--- src/rtl/c_fifo_tracked.sv ---
// Single-clock circular FIFO whose storage pointers and occupancy counter update
// together, so the status/credit view can never drift from the stored contents.
module c_fifo_tracked #(
  parameter int depth         = 8,
  parameter int width         = 16,
  parameter bit enable_bypass = 1'b1
) (
  input  logic                       clk,
  input  logic                       reset,
  input  logic                       push_active,
  input  logic                       pop_active,
  input  logic                       push,
  input  logic                       pop,
  input  logic [width-1:0]           push_data,
  output logic [width-1:0]           pop_data,
  output logic                       almost_empty,
  output logic                       empty,
  output logic                       almost_full,
  output logic                       full,
  output logic [$clog2(depth+1)-1:0] free,
  output logic [1:0]                 errors
);

  localparam int ptr_w = (depth > 1) ? $clog2(depth) : 1;
  localparam int cnt_w = $clog2(depth + 1);
  localparam logic [ptr_w-1:0] ptr_last  = ptr_w'(depth - 1);
  localparam logic [cnt_w-1:0] cnt_depth = cnt_w'(depth);

  logic [ptr_w-1:0] head_reg, head_next;
  logic [ptr_w-1:0] tail_reg, tail_next;
  logic [cnt_w-1:0] occ_reg, occ_next;
  logic [cnt_w-1:0] free_reg;
  logic             empty_reg, almost_empty_reg, almost_full_reg, full_reg;

  logic             push_eff, pop_eff;
  logic             bypass, push_ok, pop_ok;
  logic [width-1:0] entry_q [depth];

  function automatic logic [ptr_w-1:0] ptr_inc(input logic [ptr_w-1:0] p);
    return (p == ptr_last) ? '0 : p + ptr_w'(1);
  endfunction

  assign push_eff = push & push_active;
  assign pop_eff  = pop & pop_active;

  // A push+pop into an empty FIFO forwards the word and leaves the state untouched.
  assign bypass  = enable_bypass & push_eff & pop_eff & empty_reg;
  assign pop_ok  = pop_eff & ~empty_reg;
  assign push_ok = push_eff & (~full_reg | pop_eff) & ~bypass;

  always_comb begin
    head_next = pop_ok  ? ptr_inc(head_reg) : head_reg;
    tail_next = push_ok ? ptr_inc(tail_reg) : tail_reg;
    occ_next  = occ_reg;
    case ({push_ok, pop_ok})
      2'b10:   occ_next = occ_reg + cnt_w'(1);
      2'b01:   occ_next = occ_reg - cnt_w'(1);
      default: occ_next = occ_reg;
    endcase
  end

  // Status flags are registered from the next occupancy, so outputs never see push/pop.
  always_ff @(posedge clk or posedge reset) begin
    if (reset) begin
      head_reg         <= '0;
      tail_reg         <= '0;
      occ_reg          <= '0;
      free_reg         <= cnt_depth;
      empty_reg        <= 1'b1;
      almost_empty_reg <= 1'b0;
      almost_full_reg  <= 1'b0;
      full_reg         <= 1'b0;
    end else begin
      head_reg         <= head_next;
      tail_reg         <= tail_next;
      occ_reg          <= occ_next;
      free_reg         <= cnt_depth - occ_next;
      empty_reg        <= (occ_next == '0);
      almost_empty_reg <= (occ_next == cnt_w'(1));
      almost_full_reg  <= (occ_next == cnt_w'(depth - 1));
      full_reg         <= (occ_next == cnt_depth);
    end
  end

  // Storage entries carry no reset; each one loads only when the tail points at it.
  for (genvar gi = 0; gi < depth; gi++) begin : g_entry
    logic [width-1:0] data_reg;

    always_ff @(posedge clk) begin
      if (push_ok && (tail_reg == ptr_w'(gi))) begin
        data_reg <= push_data;
      end
    end

    assign entry_q[gi] = data_reg;
  end

  assign pop_data = (enable_bypass && empty_reg) ? push_data : entry_q[head_reg];

  assign errors[0] = pop_eff & empty_reg & ~(enable_bypass & push_eff);
  assign errors[1] = push_eff & full_reg & ~pop_eff;

  assign empty        = empty_reg;
  assign almost_empty = almost_empty_reg;
  assign almost_full  = almost_full_reg;
  assign full         = full_reg;
  assign free         = free_reg;

endmodule

--- config.mk ---
export PLATFORM = sky130hd
export DESIGN_NAME = c_fifo_tracked
export DESIGN_NICKNAME = d
export VERILOG_FILES = /design/src/rtl/c_fifo_tracked.sv
export SDC_FILE = /design/constraint.sdc
export NUM_CORES = 1
export LEC_CHECK = 0
export ABC_AREA = 1
export BUFFER_PORTS_ARGS = -buffer_cell sky130_fd_sc_hd__buf_4
export CAP_MARGIN = 40
export CELL_PAD_IN_SITES_DETAIL_PLACEMENT = 1
export CELL_PAD_IN_SITES_GLOBAL_PLACEMENT = 1
export CORE_ASPECT_RATIO = 1.4
export CORE_UTILIZATION = 40
export DETAILED_ROUTE_END_ITERATION = 7
export PLACE_DENSITY_LB_ADDON = 0.1
export SLEW_MARGIN = 15
export SYNTH_ARGS = -nofsm -noshare
export SYNTH_HDL_FRONTEND = slang
export SYNTH_SLANG_ARGS = --single-unit
--- constraint.sdc ---
create_clock -name clk -period 3.25 [get_ports clk]
set_clock_uncertainty 0.05 [all_clocks]
set_input_delay 0.325 -clock clk [delete_from_list [all_inputs] [get_ports clk]]
set_output_delay 0.325 -clock clk [all_outputs]
set_load 0.03 [all_outputs]
-- After elaboration in Yosys (flattened, before gate mapping)
Index checks and enable logic that the tools add are counted.
- bits in registers: 146
- output and inout port bits: 26
- logic and storage cells: 70
- $add $sub $neg: 5
- magnitude comparators: 1
- equality and inequality tests: 13
- mux-type cells: 7
- bitwise gates (word level): 18
- reduce and logical (&&, ||, !) cells: 10
- operator list (kind ; count):
    16-bit binary-select mux with 3-bit select ; 1
    16-bit 2-to-1 mux ; 3
    3-bit equality test (second input constant) ; 5
    1-bit AND ; 11
    1-bit logical AND ; 8
    4-bit one-hot mux with 2 select lines ; 1
    3-bit by 1-bit adder with 3-bit output (second input constant) ; 2
    3-bit by 2-bit equality test with 1-bit output (second input constant) ; 2
    3-bit 2-to-1 mux ; 2
    1-bit NOT ; 5
    4-bit by 1-bit adder with 4-bit output (second input constant) ; 1
    4-bit by 1-bit equality test with 1-bit output (second input constant) ; 1
    4-bit by 3-bit equality test with 1-bit output (second input constant) ; 1
    4-bit equality test (second input constant) ; 1
    4-bit greater-or-equal comparator (second input constant) ; 1
    4-bit zero test ; 1
    3-bit NOT with 4-bit output ; 1
    4-bit by 1-bit subtractor with 4-bit output (second input constant) ; 1
    4-bit subtractor (first input constant) ; 1
    3-bit by 1-bit equality test with 1-bit output (second input constant) ; 1
    3-bit zero test ; 1
    2-bit by 1-bit equality test with 1-bit output (second input constant) ; 1
    2-bit equality test (second input constant) ; 1
    1-bit OR ; 1

-- Logic depth before layout (Yosys ltp)
Gate-level depths: netlist of the first run.
- word-level depth: 8
- mapped depth: 20

-- Least setup slack after synthesis of the first run
OpenSTA, ideal clock, no wires.
- path type: reg2reg
- start point: reg empty_reg (netlist: empty)
- end point: reg free_reg[2] (netlist: free[2])
- library setup time: 123 ps
- arrival: 2571 ps
- data required time: 3077 ps
- setup slack: 506 ps
- cell stages (with the launch flop): 16
- buffers on the path: 2
- period minus slack after synthesis: 2744 ps
- cell sequence: dfstp_2 > buf_2 > inv_2 > nor2_1 > inv_1 > nand3_1 > buf_2 > ha_1 > nand2_1 > inv_1 > nor2_2 > ha_1 > inv_1 > o21a_1 > ha_1 > xnor2_1
- word-level cells in the longest chain between the ends: 6
- RTL lines (item ; line ; text):
    from (decl) ; 33 ; logic empty_reg, almost_empty_reg, almost_full_reg, full_reg;
    from (signal assigned) ; 78 ; empty_reg <= (occ_next == '0);
    1-bit AND ; 47 ; assign bypass = enable_bypass & push_eff & pop_eff & empty_reg;
    1-bit NOT ; 49 ; assign push_ok = push_eff & (~full_reg | pop_eff) & ~bypass;
    1-bit AND ; 49 ;
    2-bit by 1-bit equality test with 1-bit output or 2-bit equality test (tied branches) ; 55 ; case ({push_ok, pop_ok})
    4-bit one-hot mux with 2 select lines (*) ; 55 ;
    4-bit subtractor (*) ; 77 ; free_reg <= cnt_depth - occ_next;
    to (signal assigned) ; 68 ; free_reg <= cnt_depth;
    to (signal assigned) ; 77 ;
    to (decl) ; 32 ; logic [cnt_w-1:0] free_reg;
Every way passes the cells marked *; elsewhere a longest branch is shown, timed or not.
A chain may end at the register's enable or synchronous reset.

-- Worst setup path after layout of the first run
- start point: reg empty_reg (netlist: empty)
- end point: reg full_reg (netlist: full)
- RTL lines (item ; line ; text):
    1-bit NOT (*) ; 48 ; assign pop_ok = pop_eff & ~empty_reg;
    1-bit AND (*) ; 48 ;
    via pop_ok ; 36 ; logic bypass, push_ok, pop_ok;
    2-bit by 1-bit equality test with 1-bit output or 2-bit equality test (tied branches) ; 55 ;
    4-bit one-hot mux with 2 select lines (*) ; 55 ;
    4-bit equality test (*) ; 81 ; full_reg <= (occ_next == cnt_depth);
    to (signal assigned) ; 81 ;
    to (decl) ; 33 ;
The timed path passes the listed nets; every way through them passes the cells marked *.

==> results of run 1 <==
[placed cells by master, fill, tap and decap left out, drive strengths merged]
cell,instances
a21oi,1
or2,1
nand3,27
xnor2,1
bufinv,1
o21a,1
nor2,109
clkbuf,21
clkinv,7
nor3,6
o21ai,70
nand4,1
buf,62
nand2,62
dfrtp,15
xor2,2
ha,14
inv,26
dfstp,2
clkinvlp,3
edfxtp,128
o211ai,32
mux2,1
dlygate4sd3,1
[path summary, 6_finish.rpt]
path | start | to | slack (ns) | cells after the start
worst min-delay path | push_data[14] | g_entry[4].data_reg[14] | 0.10 | 1
min in group asynchronous | reset | tail_reg[0] | 0.53 | 3
max in group asynchronous | reset | head_reg[0] | 2.12 | 3
worst min register to register | tail_reg[1] | tail_reg[1] | 0.57 | 2
worst max register to register | empty | full | 0.58 | 12
worst max-delay path | empty | full | 0.58 | 12
[metal layers]
| metal | wire length, um | part of all wire | vias up | track usage |
|---|---|---|---|---|
| met5 | 0 | 0 | - | 0 |
| met4 | 226 | 0.015 | 0 | 0.0671 |
| met3 | 430 | 0.028 | 17 | 0.0436 |
| met2 | 8430 | 0.54 | 66 | 0.376 |
| met1 | 6390 | 0.41 | 2146 | 0.242 |
| li1 | - | - | 1970 | - |
[per-stage QoR]
| stage | hold WS [ns] | instances | setup WS (ns) | instance area [sq um] |
|---|---|---|---|---|
| finish | 0.100 | 786 | 0.578 | 7440 |
| global route | 0.0905 | 786 | 0.351 | 7440 |
| CTS | 0.0897 | 786 | 0.564 | 7440 |
| detailed placement | 0.434 | 753 | 0.602 | 6840 |
| global placement | 0.421 | 753 | 0.701 | 6840 |
| floorplan | 0.200 | 528 | 0.507 | 6250 |
[power by group]
group | internal, mW | switching (mW)
registers | 2.25 | 0.106
clock network | 1.17 | 0.767
logic | 0.932 | 1.96
total | 4.35 | 2.83
[critical path: stages (launching register included)]
cell and delay, ns:
dfstp_2 0.37, buf_4 0.22, nor2_1 0.39, ha_1 0.37, nand2_1 0.08, inv_1 0.08
nor2_2 0.05, ha_1 0.28, inv_1 0.04, o21a_1 0.22, ha_1 0.24, nand2_1 0.12
a21oi_1 0.05
[layout make-up]
| class | instances | area, sq um | area share |
|---|---|---|---|
| Clock buffer | 21 | 493 | 0.0662 |
| Clock inverter | 11 | 103 | 0.0138 |
| Inverter | 26 | 97.6 | 0.0131 |
| Multi-Input combinational cell | 328 | 1740 | 0.233 |
| Sequential cell | 145 | 4270 | 0.574 |
| Tap cell | 192 | 240 | 0.0323 |
| Timing Repair Buffer | 63 | 500 | 0.0672 |
[cells by family after synthesis]
| family | Yosys count | share of synthesized area |
|---|---|---|
| simple gates | 206 | 0.141 |
| flops | 145 | 0.683 |
| compound gates | 104 | 0.0985 |
| buf+inv | 55 | 0.0432 |
| fa+ha+maj | 14 | 0.0280 |
| xor+xnor | 3 | 0.00420 |
| mux | 1 | 0.00180 |
[repair_timing]
action | in CTS | in global routing
gates resized for setup | 0 | 0
endpoints found under the hold margin | 15 | 0
hold buffers | 1 | 0
==> run_results.csv, run 1 <==
group,metric,value,unit
logic_synthesis,synth_most_common_cell,"edfxtp_1",
cells_and_area,nNetsFinal,617,
logic_synthesis,synth_cell_types,34,
logic_synthesis,synth.top_cell.area_share,0.615,
global_route,grt_max_degree,67,
clocking,cts_inserted_buffers,17,
pwr,finalPower,7.18,mW
drt,remaining_drc_errors,0,
cells_and_area,syn2layout_area_growth,19.1,%
min_path,hold_class,"input pin to flip-flop",
setup_path,required,3.51,ns
setup_path,setup.worst_path.start_class,"flip-flop",
global_route,gr-total-overflow,0,
timing,worst_slew_pin_slew,0.768,ns
clocking,h-tree-depth,4,
setup_path,path_max_fanout,18,
drt,avgRoutedWirePerCell,19.7,um
drt,totalWireLength,15.5,mm
cells_and_area,largest_reg_flops,128,
drt,first_iter_violations,170,
logic_synthesis,synthCells,528,
placement,place_hpwl,8.97,mm
drt,vias,4199,
cells_and_area,layout-drive-gt1-share,0.219,
logic_synthesis,yosys.area.top_type,"edfxtp_1",
timing,finalMaxSlewViolations,0,
die,die_h,150,um
pwr,pwr_density_cell,965,nW/um^2
die,initial_utilization,0.413,
global_route,first_global_vias,4432,
pwr,ir_drop,0.471,mV
setup_path,crit_arrival,2.93,ns
cells_and_area,num_antenna_cells,0,
drt,dr.pass1.iters,4,
timing,post-route-period-util,0.822,
timing,rsz0062_at_grt,"false",
clocking,clkTransAtPathRegs,0.06,ns
timing,totalNegativeSetupSlack,0,ns
logic_synthesis,synth_seq_area_share,0.683,
drt,via_per_inst,5.34,
logic_synthesis,yosys-top-cells-area,"edfxtp_1, dfrtp_1, nor2_1, o21ai_0, o211ai_1",
logic_synthesis,yosys_register_bits,145,
cells_and_area,fillers,1629,
setup_path,crit_type,"flip-flop to flip-flop",
pwr,p_leak,2.75,nW
outcome,outcome,"completed",
die,die-area,16100,sq um
die,rows,53,
clocking,clk_latency,0.42,ns
timing,relSlewSlack,0.485,
clocking,root_buffer,"clkbuf_16",
placement,io_buffers,47,
clocking,clock-sinks,145,
timing,setup_viol,0,
timing,finalCriticalPeriod,2.67,ns
clocking,cts_setup_buffers,0,
logic_synthesis,netlist_area,6250,sq um
run,maxCapViolCount,0,
die,dieWidth,108,um
die,core_area,15100,sq um
clocking,cts_buffer_depth,2,
setup_path,end_kind,"flip-flop",
logic_synthesis,synth_flop_cell,"edfxtp_1",
global_route,grt_first_pass_wirelength,24.3,mm
logic_synthesis,avgSynthCellArea,11.8,sq um
logic_synthesis,synth_nets,564,
timing,max_freq,0.374,GHz
logic_synthesis,postSynth.asyncResetShare,0.117,
global_route,antenna_found_initial,0,
global_route,grtUsageTotal,0.208,
clocking,tritoncts,"built",
placement,place.gp.congestion,0.697,
cells_and_area,post-route-util,0.492,
logic_synthesis,synth-edff-count,128,
timing,hold_viol_final,0,
logic_synthesis,synth_common_cells,"edfxtp_1, nor2_1, nand2_1",
drt,ant_nets,0,
logic_synthesis,ys_warn_count,0,
die,io_pins,48,
No activity file was read; power rests on OpenSTA's default activity.
==> run 2, diff against run 1 <==
Clock period 3.25 ns to 2.3 ns, I/O delays scaled along.
==> run 2 against run 1 <==
Combinational power rose by 57%. Cell area is 6.2% higher. Sequential power increased by 43%. Critical path type is now flip-flop to output port. Register-to-register slack worse by 0.45 ns. Non-clock buffer count grew 36. Wire length up 4.7%. First-iteration DRC count rose by 18%. Core utilization increased by 3.0 points. Count of clock-buffer cells in the layout is 3 lower. Critical path depth shrank 6. Global-route usage up 0.10 points.
==> run_results.csv, run 2 (same netlist as run 1, synthesis figures left out) <==
group,metric,value,unit
clocking,cts_buffer_depth,2,
drt,via_per_inst,5.29,
pwr,power_frac_seq,0.316,
setup_path,crit_type,"flip-flop to output port",
placement,place_hpwl,9.49,mm
pwr,pwr_density_cell,1350,nW/um^2
clocking,tritoncts,"built",
clocking,root_buffer,"clkbuf_16",
cells_and_area,post-route-util,0.523,
min_path,hold_class,"input pin to flip-flop",
pwr,p_leak,2.96,nW
setup_path,slowest_stage,"dfrtp_2",
cells_and_area,syn2layout_area_growth,26.5,%
global_route,grt_most_used_layer,"met2",
timing,worst_slack,0.124,ns
global_route,first_global_vias,4615,
setup_path,setup.worst_path.start_class,"flip-flop",
setup_path,cp_cell_sequence,"buf_12, o21ai_0, o211ai_1, nand3_1, nand2_1, buf_4",
global_route,grt_util_met3,0.0457,
setup_path,worst-path-buf-inv,2,
drt,dr.pass1.iters,4,
cells_and_area,final_area,7910,sq um
clocking,clkTransAtPathRegs,0.06,ns
outcome,outcome,"completed",
timing,worst_slew_pin_slew,0.729,ns
drt,first_iter_violations,201,
die,rows,53,
timing,setup_viol,0,
clocking,h-tree-depth,4,
timing,holdWs,0.0200,ns
setup_path,slowest_delay,0.44,ns
cells_and_area,multi_input_area,1800,sq um
global_route,antenna_found_initial,0,
cells_and_area,num_antenna_cells,0,
placement,io_buffers,47,
cells_and_area,final_common_cell,"edfxtp_1",
timing,totalNegativeSetupSlack,0,ns
pwr,comb_power_share,0.426,
setup_path,path_max_fanout,66,
cells_and_area,nNetsFinal,653,
placement,place.gp.congestion,0.733,
die,core_area,15100,sq um
clocking,clk_latency,0.42,ns
die,die-area,16100,sq um
clocking,clock-sinks,145,
setup_path,required,2.02,ns
global_route,grt_max_degree,67,
global_route,gr-total-overflow,0,
global_route,grtUsageTotal,0.209,
drt,ant_nets,0,
timing,post-route-period-util,0.946,
cells_and_area,layout-drive-gt1-share,0.269,
global_route,met1_usage,0.237,
setup_path,end_kind,"output port",
die,io_pins,48,
timing,finalCriticalPeriod,2.18,ns
placement,placed_area,6990,sq um
cells_and_area,layout_common_cells,"edfxtp_1, nor2_1, buf_4",
pwr,p_sw_frac,0.384,
die,initial_utilization,0.413,
cells_and_area,regArea,4270,sq um
pwr,power_switching,4.10,mW
timing,relSlewSlack,0.513,
pwr,p_int,6.57,mW
drt,avgRoutedWirePerCell,19.7,um
timing,finalMaxSlewViolations,0,
setup_path,crit_family,"buffers and inverters",
pwr,ir_drop,0.709,mV
timing,hold_viol_final,0,
cells_and_area,largest_reg_flops,128,
die,die_h,150,um
run,maxCapViolCount,0,
die,dieWidth,108,um
pwr,clockPowerShare,0.258,
timing,rsz0062_at_grt,"true",
global_route,grt_use_met2,0.388,
drt,totalWireLength,16.2,mm
global_route,grt_first_pass_wirelength,24.4,mm
clocking,cts_inserted_buffers,17,
drt,remaining_drc_errors,0,
placement,post-place-ws,-0.0287,ns
cells_and_area,fillers,1582,
drt,vias,4344,
setup_path,crit_arrival,1.90,ns
timing,max_freq,0.460,GHz
==> run 2: cell types whose count changed in the layout (fill, tap and decap cells not counted), sizes merged <==
cell	previous run	this run
buf	62	85
clkbuf	21	20
dlygate4sd3	1	12
bufinv	1	3
==> run 2: timing repair <==
action,4_1_cts,5_1_grt
hold endpoints to repair,90,0
pin swaps,0,5
hold buffers,12,0
setup endpoints to repair,5,15
resized for setup,4,11
setup buffers,0,10
cloned,0,2
==> run 2: power groups by stage <==
stage	Combinational, mW	Sequential, mW	Clock [mW]
global placement	4.09	3.40	0
finish	4.55	3.37	2.75
detailed placement	4.22	3.42	0
floorplan	2.75	3.45	0
CTS	4.28	3.37	2.81
global route	4.96	3.40	2.92
==> run 2: stage by stage <==
stage                     instances  power, mW
after detailed placement        766       7.64
after floorplan                 528       6.19
after global routing            821       11.3
after CTS                       809       10.5
final                           821       10.7
after global placement          766       7.49
==> run 2: path summary, 6_finish.rpt <==
check	startpoint	cells past startpoint	slack, ns	end
min reg2reg	tail_reg[1]	2	0.58	tail_reg[1]
min	push_data[7]	1	0.02	g_entry[4].data_reg[7]
max reg2reg	empty	12	0.13	almost_full
min in group asynchronous	reset	3	0.44	head_reg[2]
max	head_reg[0]	6	0.12	pop_data[5]
max in group asynchronous	reset	3	1.25	head_reg[0]
==> run 2: area by class of cell <==
| type | instances | share of cell area |
|---|---|---|
| multi-input cells | 328 | 0.227 |
| inverters | 26 | 0.0136 |
| repair buffers | 99 | 0.113 |
| well taps | 192 | 0.0304 |
| clock inverters | 13 | 0.0206 |
| clock buffers | 18 | 0.0543 |
| flip-flops and latches | 145 | 0.541 |
==> run 2: per-layer routing <==
layer | part of all wire | vias to the layer above
li1 | - | 2030
met1 | 0.41 | 2222
met2 | 0.55 | 88
met3 | 0.034 | 4
met4 | 0.0041 | 0
met5 | 0 | -
==> run 2: worst register-to-register path, stage by stage (launching register included) <==
cell	delay, ns
dfstp_2	0.57
buf_4	0.13
nor2_2	0.06
ha_4	0.19
nor2_1	0.12
nor2_2	0.06
ha_1	0.27
inv_1	0.05
o21a_4	0.23
inv_2	0.06
ha_2	0.16
nand2_1	0.06
nor2_1	0.10
==> run 3, diff against run 2 <==
Settings changed: SETUP_SLACK_MARGIN from default to 0.4, SLEW_MARGIN 15 to 20.
Clock period 2.3 ns to 2.7 ns, I/O delays scaled along.
==> run 3 against run 2 <==
Clock power is 19% lower. Die area did not move. Cell area is 3.2% lower. Combinational power down 18%. Wire length shrank 3.0%. Core utilization is 1.7 points lower. First-iteration DRC count shrank 5.5%. Critical path depth is 3 higher. Largest cell class unchanged.
==> run_results.csv, run 3 (same netlist as run 1, synthesis figures left out) <==
group,metric,value,unit
placement,placed_area,6910,sq um
setup_path,regToRegStartpoint,"empty",
die,dieWidth,108,um
drt,dr.pass1.iters,4,
timing,setup_viol,0,
placement,place_hpwl,9.09,mm
drt,vias,4214,
die,io_pins,48,
setup_path,worstReg2RegEnd,"free[2]",
cells_and_area,syn2layout_area_growth,22.4,%
clocking,cts_inserted_buffers,17,
timing,finalCriticalPeriod,2.20,ns
global_route,antenna_found_initial,0,
clocking,clock-sinks,145,
min_path,whs_path_depth,1,
cells_and_area,layout_common_cells,"edfxtp_1, nor2_1, buf_4",
cells_and_area,final_area,7650,sq um
clocking,tritoncts,"built",
pwr,p_leak,2.85,nW
setup_path,crit_arrival,1.88,ns
setup_path,required,2.38,ns
timing,max_freq,0.455,GHz
placement,io_buffers,47,
setup_path,rr_worst_depth,13,
drt,first_iter_violations,190,
global_route,gr-total-overflow,0,
cells_and_area,largest_reg_flops,128,
drt,avgRoutedWirePerCell,19.7,um
placement,place.gp.congestion,0.763,
setup_path,setup.worst_path.start_class,"flip-flop",
setup_path,crit_type,"flip-flop to output port",
run,maxCapViolCount,0,
global_route,grtUsageTotal,0.204,
pwr,pwr_density_cell,1150,nW/um^2
cells_and_area,final_common_cell,"edfxtp_1",
cells_and_area,nNetsFinal,630,
drt,remaining_drc_errors,0,
pwr,finalPower,8.83,mW
drt,via_per_inst,5.27,
min_path,hold_class,"input pin to flip-flop",
global_route,first_global_vias,4436,
die,die_h,150,um
timing,relSlewSlack,0.528,
min_path,hp-start,"push_data[9]",
die,core_area,15100,sq um
setup_path,path_max_fanout,14,
outcome,outcome,"completed",
cells_and_area,layout-drive-gt1-share,0.259,
min_path,holdPathEnd,"g_entry[3].data_reg[9]",
timing,worst_slew_pin_slew,0.707,ns
global_route,grt_max_degree,51,
clocking,h-tree-depth,4,
cells_and_area,num_antenna_cells,0,
timing,hold_viol_final,0,
die,die-area,16100,sq um
die,rows,53,
clocking,clkTransAtPathRegs,0.06,ns
drt,ant_nets,0,
die,initial_utilization,0.413,
timing,finalMaxSlewViolations,0,
pwr,ir_drop,0.623,mV
timing,totalNegativeSetupSlack,0,ns
clocking,cts_buffer_depth,2,
drt,totalWireLength,15.7,mm
timing,post-route-period-util,0.814,
global_route,grt_first_pass_wirelength,23.9,mm
timing,rsz0062_at_grt,"true",
clocking,root_buffer,"clkbuf_16",
clocking,clk_latency,0.43,ns
setup_path,end_kind,"output port",
setup_path,regToRegSetupSlack,0.52,ns
==> run 3: cell count changes in the layout (fill, tap and decap cells not counted), sizes merged <==
cell	before	now
inv	26	29
dlygate4sd3	12	1
clkbuf	20	25
clkinvlp	3	0
buf	85	72
bufinv	3	0
==> run 3: report_power, final <==
part / total [mW] / switching [mW] / internal [mW]
Clock: 2.22 / 0.909 / 1.31
Sequential: 2.86 / 0.143 / 2.71
Combinational: 3.75 / 2.42 / 1.34
Total: 8.83 / 3.47 / 5.36
==> run 3: per-layer routing <==
metal	GRT usage	routed length, um	up-vias	share of wire
met5	0	0	-	0
met3	0.0366	531	12	0.034
li1	-	-	1993	-
met2	0.370	8620	80	0.55
met1	0.237	6390	2129	0.41
met4	0.0774	172	0	0.011
==> run 3: final cells by class <==
cell class / count / area [sq um]
inverter: 26 / 106
fill: 1583 / 7470
multi-input combinational: 328 / 1790
clock buffer: 22 / 497
tap: 192 / 240
timing repair buffer: 76 / 671
sequential: 145 / 4270
clock inverter: 10 / 70.1
==> run 3: critical path: stages (launching register included) <==
cell and delay, ns:
dfrtp_2 0.44, clkinv_4 0.13, buf_12 0.16, nor2_1 0.05, nor2_1 0.09, o21ai_0 0.12, o211ai_1 0.10, nand3_1 0.10
nand2_1 0.10, buf_4 0.16
==> run 3: repair_timing <==
action / 4_1_cts / 5_1_grt
gates resized for setup: 2 / 14
pin swaps: 0 / 1
hold endpoints to repair: 15 / 0
gates cloned: 0 / 3
buffers inserted: 1 / 5
hold buffers: 1 / 0
setup endpoints to repair: 14 / 20
==> run 3: per-stage QoR <==
step	hold slack, ns	utilization	setup slack (ns)	cells
after detailed placement	0.381	0.457	0.326	757
after CTS	0.0207	0.496	0.396	791
after global placement	0.374	0.457	0.394	757
after floorplan	0.145	-	0.145	528
after global routing	0.0225	0.506	0.387	799
final	0.0290	0.506	0.503	799
==> run 3: worst max-delay path by stage <==
stage,slack (ns),from,depth (start not counted),endpoint
finish,0.50,head_reg[0],9,pop_data[5]
global route,0.39,head_reg[0],9,pop_data[5]
CTS,0.40,empty,11,full
detailed placement,0.33,empty,14,full
global placement,0.39,empty,13,free[1]
floorplan,0.15,empty,7,g_entry[6].data_reg[0]
